--- src/rtl/xd_pacer.sv ---
// Source-domain event pacer: queues evt pulses and issues them one at a time as
// single-cycle flag pulses, spaced (and optionally ack-gated) for the toggle CDC.
module xd_pacer #(
  parameter int CNTW    = 4,
  parameter int GAP     = 4,
  parameter int ACK_EN  = 0,
  parameter int TIMEOUT = 64
) (
  input  logic            clk,
  input  logic            rst,
  input  logic            evt,
  input  logic            ack,
  input  logic            clr,
  output logic            flag_src,
  output logic [CNTW-1:0] pending,
  output logic            busy,
  output logic            overflow,
  output logic            timeout_err
);

  localparam int WCW = (ACK_EN != 0) ? $clog2(TIMEOUT + 1) : $clog2(GAP + 1);
  localparam logic [CNTW-1:0] PEND_MAX = {CNTW{1'b1}};
  localparam logic [WCW-1:0]  GAP_LAST = WCW'(GAP - 1);
  localparam logic [WCW-1:0]  TO_LAST  = WCW'(TIMEOUT - 1);

  typedef enum logic [1:0] {IDLE, SEND, WAIT} state_t;

  state_t          state_reg, state_next;
  logic [WCW-1:0]  wcnt_reg, wcnt_next;
  logic [CNTW-1:0] pend_reg, pend_next;
  logic            ack_seen_reg, ack_seen_next;
  logic            flag_reg, flag_next;
  logic            ovf_reg, ovf_next;
  logic            terr_reg, terr_next;
  logic            dispatch, ovf_set, terr_set;

  always_ff @(posedge clk) begin
    if (rst) begin
      state_reg    <= IDLE;
      wcnt_reg     <= '0;
      pend_reg     <= '0;
      ack_seen_reg <= 1'b0;
      flag_reg     <= 1'b0;
      ovf_reg      <= 1'b0;
      terr_reg     <= 1'b0;
    end else begin
      state_reg    <= state_next;
      wcnt_reg     <= wcnt_next;
      pend_reg     <= pend_next;
      ack_seen_reg <= ack_seen_next;
      flag_reg     <= flag_next;
      ovf_reg      <= ovf_next;
      terr_reg     <= terr_next;
    end
  end

  always_comb begin
    state_next    = state_reg;
    wcnt_next     = wcnt_reg;
    ack_seen_next = ack_seen_reg;
    flag_next     = 1'b0;
    dispatch      = 1'b0;
    terr_set      = 1'b0;

    case (state_reg)
      IDLE: begin
        if (pend_reg != '0) begin
          state_next = SEND;
          flag_next  = 1'b1;
          dispatch   = 1'b1;
        end
      end
      SEND: begin
        state_next    = WAIT;
        wcnt_next     = '0;
        ack_seen_next = 1'b0;
      end
      WAIT: begin
        if (ACK_EN == 0) begin
          if (wcnt_reg == GAP_LAST) state_next = IDLE;
          else                      wcnt_next  = wcnt_reg + 1'b1;
        end else begin
          ack_seen_next = ack_seen_reg | ack;
          // A late ack on the final timeout cycle still counts as a clean exit.
          if ((ack_seen_reg || ack) && (wcnt_reg >= GAP_LAST)) begin
            state_next = IDLE;
          end else if (wcnt_reg == TO_LAST) begin
            state_next = IDLE;
            terr_set   = 1'b1;
          end else begin
            wcnt_next = wcnt_reg + 1'b1;
          end
        end
      end
      default: state_next = IDLE;
    endcase

    // Simultaneous arrival and dispatch cancel, so a full queue only drops
    // an event when nothing is leaving that cycle.
    pend_next = pend_reg;
    ovf_set   = 1'b0;
    if (evt && !dispatch) begin
      if (pend_reg == PEND_MAX) ovf_set   = 1'b1;
      else                      pend_next = pend_reg + 1'b1;
    end else if (!evt && dispatch) begin
      pend_next = pend_reg - 1'b1;
    end

    ovf_next  = ovf_set  ? 1'b1 : (clr ? 1'b0 : ovf_reg);
    terr_next = terr_set ? 1'b1 : (clr ? 1'b0 : terr_reg);
  end

  assign flag_src    = flag_reg;
  assign pending     = pend_reg;
  assign busy        = (state_reg != IDLE) || (pend_reg != '0);
  assign overflow    = ovf_reg;
  assign timeout_err = terr_reg;

endmodule
--- config.mk ---
export PLATFORM = sky130hd
export DESIGN_NAME = xd_pacer
export DESIGN_NICKNAME = d
export VERILOG_FILES = /design/src/rtl/xd_pacer.sv
export SDC_FILE = /design/constraint.sdc
export NUM_CORES = 1
export LEC_CHECK = 0
export ABC_AREA = 1
export BUFFER_PORTS_ARGS = -buffer_cell sky130_fd_sc_hd__buf_2
export CAP_MARGIN = 0
export CORE_MARGIN = 4
export CORE_UTILIZATION = 35
export CTS_BUF_LIST = sky130_fd_sc_hd__clkbuf_8
export CTS_CLUSTER_SIZE = 25
export DETAILED_ROUTE_END_ITERATION = 10
export GPL_TIMING_DRIVEN = 0
export PLACE_DENSITY = 0.63
export SLEW_MARGIN = 20
export SYNTH_ARGS = -nofsm -noshare
export SYNTH_HDL_FRONTEND = slang
export SYNTH_SLANG_ARGS = --single-unit
--- constraint.sdc ---
create_clock -name clk -period 3.32 [get_ports clk]
set_clock_uncertainty 0.15 [all_clocks]
set_input_delay 0.332 -clock clk [delete_from_list [all_inputs] [get_ports clk]]
set_output_delay 0.332 -clock clk [all_outputs]
set_load 0.05 [all_outputs]
; ---- Yosys cells after proc, flatten, opt, wreduce, memory -nomap -nowiden
; Cells that the tools add are included.
; W data, S select, Z words.
[word_totals]
register_bits = 11
latch_bits = 0
mem_bits_rw = 0
mem_bits_ro = 0
out_inout_bits = 8
elab_cells = 44
mem_count = 0
[classes]
n_addsub = 3
mul = 0
div = 0
magnitude_cmp = 0
n_eq_ne = 8
shifts = 0
n_mux = 14
bitwise = 0
n_reduce_logical = 14
[op_table]
columns = op, count
row1 = $mux W4, 3
row2 = $ne A2 B2 Y1 const B, 4
row3 = $reduce_bool A2 Y1, 4
row4 = $mux W1, 6
row5 = $pmux W2 S3, 1
row6 = $pmux W3 S2, 1
row7 = $reduce_and A2 Y1, 3
row8 = $add A4 B1 Y4 const B, 1
row9 = $eq A4 B4 Y1 const B, 1
row10 = $mux W2, 2
row11 = $reduce_bool A4 Y1, 1
row12 = $sub A4 B1 Y4 const B, 1
row13 = $add A3 B1 Y3 const B, 1
row14 = $eq A3 B2 Y1 const B, 1
row15 = $mux W3, 1
row16 = $eq A2 B1 Y1 const B, 1
row17 = $eq A2 B2 Y1 const B, 1
row18 = $logic_and A1 B1 Y1, 2
row19 = $logic_not A1 Y1, 2
row20 = $logic_not A2 Y1, 1
row21 = $logic_or A1 B1 Y1, 1

; ---- Longest topological paths before layout
; Gate-level depths: netlist (run 1).
[depth]
depth_word = 7
ltp_mapped = 13

; ---- Worst setup path before layout (run 1)
; No wires, ideal clock.
[synth_path]
path_kind = register to register
start = reg pend_reg[1] (netlist: pending[1])
end = reg pend_reg[3] (netlist: pending[3])
setup_ps = 115
arrival_time_ps = 1903
setup_slack_ps = 1152
path_stages_with_launch = 14
path_buffers = 0
synth_period_minus_slack_ps = 2168
cell_sequence = dfxtp_1 -> nor2_2 -> nand2_2 -> nand2_4 -> nand2_2 -> ha_1 -> nand3_1 -> inv_1 -> nor2_1 -> nand3_1 -> nand2_2 -> nor2_2 -> nor2_1 -> nor2_1
[synth_between]
elab_chain_len = 7
[synth_rtl]
columns = item, line
row1 = "start, declared", 30  ; logic [CNTW-1:0] pend_reg, pend_next;
row2 = "start signal, assigned", 49  ; pend_reg <= pend_next;
row3 = $reduce_bool A4 Y1, 67  ; if (pend_reg != '0) begin
row4 = $mux W1, 67
row5 = $mux W1, -
row6 = $logic_not A1 Y1, 102  ; if (evt && !dispatch) begin
row7 = $logic_and A1 B1 Y1, 102
row8 = $ne A2 B2 Y1 (no line) / $reduce_bool A2 Y1 (equally long branches), -
row9 = $reduce_and A2 Y1 (no line), -
; Several ways; a longest one is shown, not always the timed one. The select of a mux whose other input is x is not followed.
; A chain may end at the register's enable or synchronous reset.

; ---- Final worst setup path (run 1)
; Same ends and word-level chain as after synthesis.

==> results of run 1 <==
==> routing by layer <==
layer / GRT usage (%) / vias up / wire length [um]
li1: - / 278 / -
met1: 11.1 / 216 / 560
met2: 14.1 / 15 / 438
met3: 6.63 / 5 / 92
met4: 6.91 / 0 / 31
met5: 0 / - / 0
==> area by class of cell <==
type / instances / area, um2 / share of cell area, %
repair buffers: 9 / 45.0 / 6.19
clock buffers: 3 / 41.3 / 5.67
clock inverters: 1 / 5.00 / 0.687
well taps: 16 / 20.0 / 2.75
inverters: 13 / 51.3 / 7.04
plain buffers: 2 / 11.3 / 1.55
multi-input cells: 54 / 334 / 45.9
flip-flops and latches: 11 / 220 / 30.2
==> kinds of logic after synthesis <==
| group | synth area share, % |
|---|---|
| xor+xnor | 1.42 |
| buf+inv | 10.1 |
| simple gates | 32.3 |
| fa+ha+maj | 11.4 |
| compound gates | 8.52 |
| other cells | 0.608 |
| flops | 35.7 |
==> layout by cell type, fill, tap and decap left out <==
master and instances:
nand2_2 4, ha_1 4, inv_4 1, a21oi_1 4, nand2_4 2, o21ai_1 2
buf_4 1, inv_1 12, o21ai_0 2, buf_2 9, buf_1 1, nor2_2 3
clkinv_2 1, nand4_1 2, nand3_2 1, nor2_4 1, nand2_1 8, nand3_1 4
o22ai_1 2, clkbuf_8 3, nor2_1 11, dfxtp_1 11, xor2_1 1, nand3b_1 1
conb_1 1, fa_1 1
==> worst max-delay path: cells and delay by family, from the launching register on <==
kind,cells,cell delay [ps]
fa+ha+maj,1,350
flops,1,380
simple gates,12,1100
==> metrics by stage <==
step | setup WS (ps) | std cells | hold WS [ps] | area, um2 | power [mW]
detailed placement | 1300 | 105 | 304 | 682 | 0.725
global placement | 1320 | 105 | 299 | 682 | 0.722
finish | 1250 | 109 | 207 | 728 | 0.859
global route | 1100 | 109 | 214 | 728 | 0.934
CTS | 1270 | 109 | 203 | 728 | 0.867
floorplan | 1150 | 80 | 279 | 617 | 0.639
==> power by group <==
part / switching [mW] / internal (mW)
sequential: 0.0529 / 0.175
clock: 0.0503 / 0.0824
combinational: 0.342 / 0.156
==> worst min path at each step <==
stage / start / to / slack, ps / cells after the start
after floorplan: wcnt_reg[0]$_SDFFE_PP0P_ / wcnt_reg[0]$_SDFFE_PP0P_ / 280 / 1
after CTS: clr / overflow$_SDFFE_PP0P_ / 200 / 4
after global routing: clr / overflow$_SDFFE_PP0P_ / 210 / 4
after detailed placement: wcnt_reg[0]$_SDFFE_PP0P_ / wcnt_reg[0]$_SDFFE_PP0P_ / 300 / 1
after global placement: wcnt_reg[0]$_SDFFE_PP0P_ / wcnt_reg[0]$_SDFFE_PP0P_ / 300 / 1
final: clr / overflow$_SDFFE_PP0P_ / 210 / 4
==> reports/results.ini, run 1 <==
[grt]
overflow=0
grt_antenna_before_repair=0
global_route_wire_length_before_repair_mm=1.78
grt_start_max_net_pins=9
grt_pass1_vias=424
gr-usage-all-layers_pct=10.2

[clocking]
ctsHtreeMaxLevel=1
cts_inserted_buffers=3
clkSinkCount=11
cts.path.max_buffers=2
cts_setup_buffers=0
clk-insertion-delay-late_ps=240
cts.reportedPaths.clkPinSlew_ps=50
cts-hold-fix-buffers=0
cts_tree=built
clockRootBuffer=clkbuf_8
ctsResizeCount=0

[worst_setup_path]
crit_fanout=6
crit_path_start_kind=flop
cp-end-kind=flop
r2r_path_end=pending[3]$_SDFFE_PP0P_
critical_path.startpoint=pending[1]$_SDFFE_PP0P_
worst_r2r_src=pending[1]$_SDFFE_PP0P_
crit_slowest_cell=dfxtp_1
critical_path.endpoint=pending[3]$_SDFFE_PP0P_
worstSetupPathType=flop to flop
timing.critical_path.cells=nor2_2 -> nand2_2 -> nand2_4 -> nand2_2 -> ha_1 -> nand2_1 -> nand2_1 -> nor2_1 -> nand3_1 -> nand2_2 -> nor2_2 -> nor2_1 -> nor2_1
r2r_slack_ps=1250
critical_path_required_ps=3300
rr_worst_depth=13
cp.arrival_ps=2060
critical-path-max-stage-delay_ps=380

[layout]
nets=104
antenna-diode-count=0
syn_to_final_growth_pct=18.1
final.fill_count=172
largest_reg_flops=4
finish.utilization_pct=46.2
drive_above_1_share_pct=28.0

[drt]
post-route-drc-count=0
routed_wirelength_mm=1.12
detail_route.wl_per_cell_um=10.3
drt_iter0_drc=15
route.detailed.vias_per_inst=4.72
dr.pass1.iters=4
detail-route-antenna-nets=0
routed-via-count=514

[sta]
tns_ps=0
fmax_mhz=482
rsz0062_at_grt=no
period_minus_slack_ps=2070
final_setup_violation_count=0
final_report_hold_violation_count=0
report.final.slew_viol_count=0
final.period_utilization_pct=62.5

[synth]
synth.area.top_cells=dfxtp_1 36%, ha_1 8.1%, inv_1 7.3%
async_set_reset_flop_share_out_of_synthesis_pct=0
synth.avg_cell_area_um2=7.71
synth_area_um2=617
yosysMostFrequentCell=inv_1
post_synthesis_sequential_area_ratio_pct=35.7
yosysUniqueCellTypes=23
yosys_most_used_dff=dfxtp_1
synth_top_cell_area_share_pct=35.7
synth_largest_area_cell=dfxtp_1
synth_warn=0
ys_top_cells_by_count=12 x inv_1, 11 x dfxtp_1, 11 x nor2_1
net_count_of_the_mapped_netlist=90
synth.ff_latch_count=11
postSynthCellCount=80
number_of_enable_type_register_cells_in_the_synthesized_netlist=0

[floorplan]
fp.dieW_um=50.0
die_span_in_y_um=50.0
row_count=14
floorplan.initialDensity_pct=39.1
ioPinCount=13
design.die.area_um2=2500
core_region_area_um2=1580

[hold_path]
timing.hold.worst.class=input port to flop

[outcome]
outcome=finished, final reports clean

[power]
power-per-cell-area_nw_per_um2=1180
power_leakage_nw=0.355
irDropWorstVdd_mv=0.518

[run]
cap_violations=0

[place]
detailed_place_hpwl_um=846
place.port_buffers=9
routability_congestion_estimate=0.771

(Power assumes the default switching activity.)
==> inputs of run 2 (changes only) <==
==> constraint.sdc (replaced) <==
create_clock -name clk -period 2.05 [get_ports clk]
set_clock_uncertainty 0.15 [all_clocks]
set_input_delay 0.205 -clock clk [delete_from_list [all_inputs] [get_ports clk]]
set_output_delay 0.205 -clock clk [all_outputs]
set_load 0.05 [all_outputs]
==> run 2 against run 1 <==
Against the previous run:
- fmax is 11% higher
- first-iteration DRC count is 53% lower
- final cell count stayed put
- clock-buffer cell count stayed put
- hold slack worse by 130 ps
- clock power is 64% higher
- setup slack worse by 1100 ps
==> reports/results.ini, run 2 (synthesis results as in run 1) <==
[layout]
antenna-diode-count=0  ; unchanged
largest_reg_flops=4  ; unchanged
final_cell_mix=13 x inv_1, 11 x nor2_1, 9 x buf_2, 8 x nand2_1, 7 x dfxtp_1
syn_to_final_growth_pct=22.3
nets=104  ; unchanged
drive_above_1_share_pct=32.3  ; +4.3 points
layout.cells.most_common=inv_1
finish.utilization_pct=47.9  ; +1.7 points

[clocking]
clkSinkCount=11  ; unchanged
clockRootBuffer=clkbuf_8
cts.reportedPaths.clkPinSlew_ps=50  ; about the same
cts_inserted_buffers=3  ; unchanged
ctsHtreeMaxLevel=1  ; unchanged
cts.path.max_buffers=2  ; unchanged
cts_tree=built
clk-insertion-delay-late_ps=240  ; about the same

[worst_setup_path]
cp.arrival_ps=1840  ; -220 ps
cp-end-kind=flop
critical-path-max-stage-delay_ps=370  ; about the same
crit_path_start_kind=flop
crit_slowest_cell=dfxtp_2
worstSetupPathType=flop to flop
timing.critical_path.mode_cell=nor2_1
crit_fanout=6  ; unchanged
timing.critical_path.cells=nor2_4 -> nand2_2 -> nand2_4 -> nand2_4 -> ha_1 -> nand3_1 -> inv_1 -> nor2_1 -> nand3_1 -> nand2_2 -> nor2_2 -> nor2_1 -> nor2_1
critical_path_required_ps=2030  ; -1270 ps
r2r_slack_ps=190  ; -1060 ps

[grt]
gr-usage-all-layers_pct=9.92  ; -0.25 points
global_route_wire_length_before_repair_mm=1.86  ; +4.7%
grt_start_max_net_pins=9  ; unchanged
grt_antenna_before_repair=0  ; unchanged
overflow=0  ; unchanged
grt_pass1_vias=428  ; +0.94%

[sta]
final_report_hold_violation_count=0  ; unchanged
final.period_utilization_pct=90.8  ; +28 points
report.final.slew_viol_count=0  ; unchanged
final_setup_violation_count=0  ; unchanged
setup_slack_ps=189  ; -1060 ps
fmax_mhz=537  ; +11%
tns_ps=0  ; unchanged
period_minus_slack_ps=1860  ; -213 ps
rsz0062_at_grt=no

[drt]
detail_route.wl_per_cell_um=10.6  ; +2.5%
route.detailed.vias_per_inst=4.92  ; +4.3%
drt_iter0_drc=7  ; -8
post-route-drc-count=0  ; unchanged
routed_wirelength_mm=1.15  ; +2.5%
dr.pass1.iters=3  ; -1
detail-route-antenna-nets=0  ; unchanged
routed-via-count=536  ; +4.3%

[floorplan]
design.die.area_um2=2500  ; unchanged
fp.dieW_um=50.0  ; unchanged
die_span_in_y_um=50.0  ; unchanged
ioPinCount=13  ; unchanged
core_region_area_um2=1580  ; unchanged
row_count=14  ; unchanged
floorplan.initialDensity_pct=39.1  ; unchanged

[outcome]
outcome=finished, final reports clean

[place]
pre_cts_ws_ps=76.9  ; -1230 ps
routability_congestion_estimate=0.770  ; -0.14%
detailed_place_hpwl_um=835  ; -1.3%
place.port_buffers=9  ; unchanged

[power]
power-per-cell-area_nw_per_um2=1910  ; +62%
irDropWorstVdd_mv=0.904  ; +74%
power_leakage_nw=0.363  ; +2.3%

[run]
cap_violations=0  ; unchanged

[hold_path]
timing.hold.worst.class=input port to flop

==> run 2: critical path, delay by kind of cell (launching register included) <==
family        cells  cell delay, ps
simple gates     11             930
fa+ha+maj         1             280
flops             1             370
buf+inv           1              40
==> run 2: final cells by class <==
class	instances	area [um2]
fill	165	822
multi-input combinational	54	357
sequential	11	225
inverter	13	51.3
timing repair buffer	9	45.0
clock buffer	3	41.3
tap	16	20.0
buffer	2	11.3
clock inverter	1	3.75
==> run 2: path summary, 6_finish.rpt <==
check | start | end | cells past startpoint
worst min-delay path | clr | overflow$_SDFFE_PP0P_ | 4
worst max register to register | pending[1]$_SDFFE_PP0P_ | pending[3]$_SDFFE_PP0P_ | 13
worst min register to register | wcnt_reg[0]$_SDFFE_PP0P_ | wcnt_reg[0]$_SDFFE_PP0P_ | 1
worst max-delay path | pending[1]$_SDFFE_PP0P_ | pending[3]$_SDFFE_PP0P_ | 13
==> run 2: metal layers <==
| layer | track usage (%) | up-vias | part of all wire (%) |
|---|---|---|---|
| li1 | - | 279 | - |
| met1 | 13.2 | 236 | 46 |
| met2 | 13.0 | 17 | 44 |
| met3 | 3.31 | 4 | 8.1 |
| met4 | 6.91 | 0 | 2.2 |
| met5 | 0 | - | 0 |
==> run 2: power breakdown <==
group | internal (mW) | total, mW | switching (mW)
Clock | 0.132 | 0.218 | 0.0859
Sequential | 0.290 | 0.382 | 0.0924
Combinational | 0.275 | 0.844 | 0.569
Total | 0.696 | 1.44 | 0.748
==> run 2: through the flow <==
step                instances  total power [mW]  area, um2  hold WS (ps)
floorplan                  80              1.04        622           226
global placement          105              1.18        687           298
detailed placement        105              1.18        687           304
CTS                       109              1.41        732          72.1
global route              109              1.56        754          90.6
finish                    109              1.44        754          73.3
==> run 2: what timing repair did <==
action / in CTS / in global routing
gates resized for setup: 0 / 3
hold buffers: 0 / 0
buffers inserted: 0 / 0
endpoints found under the setup margin: 0 / 1
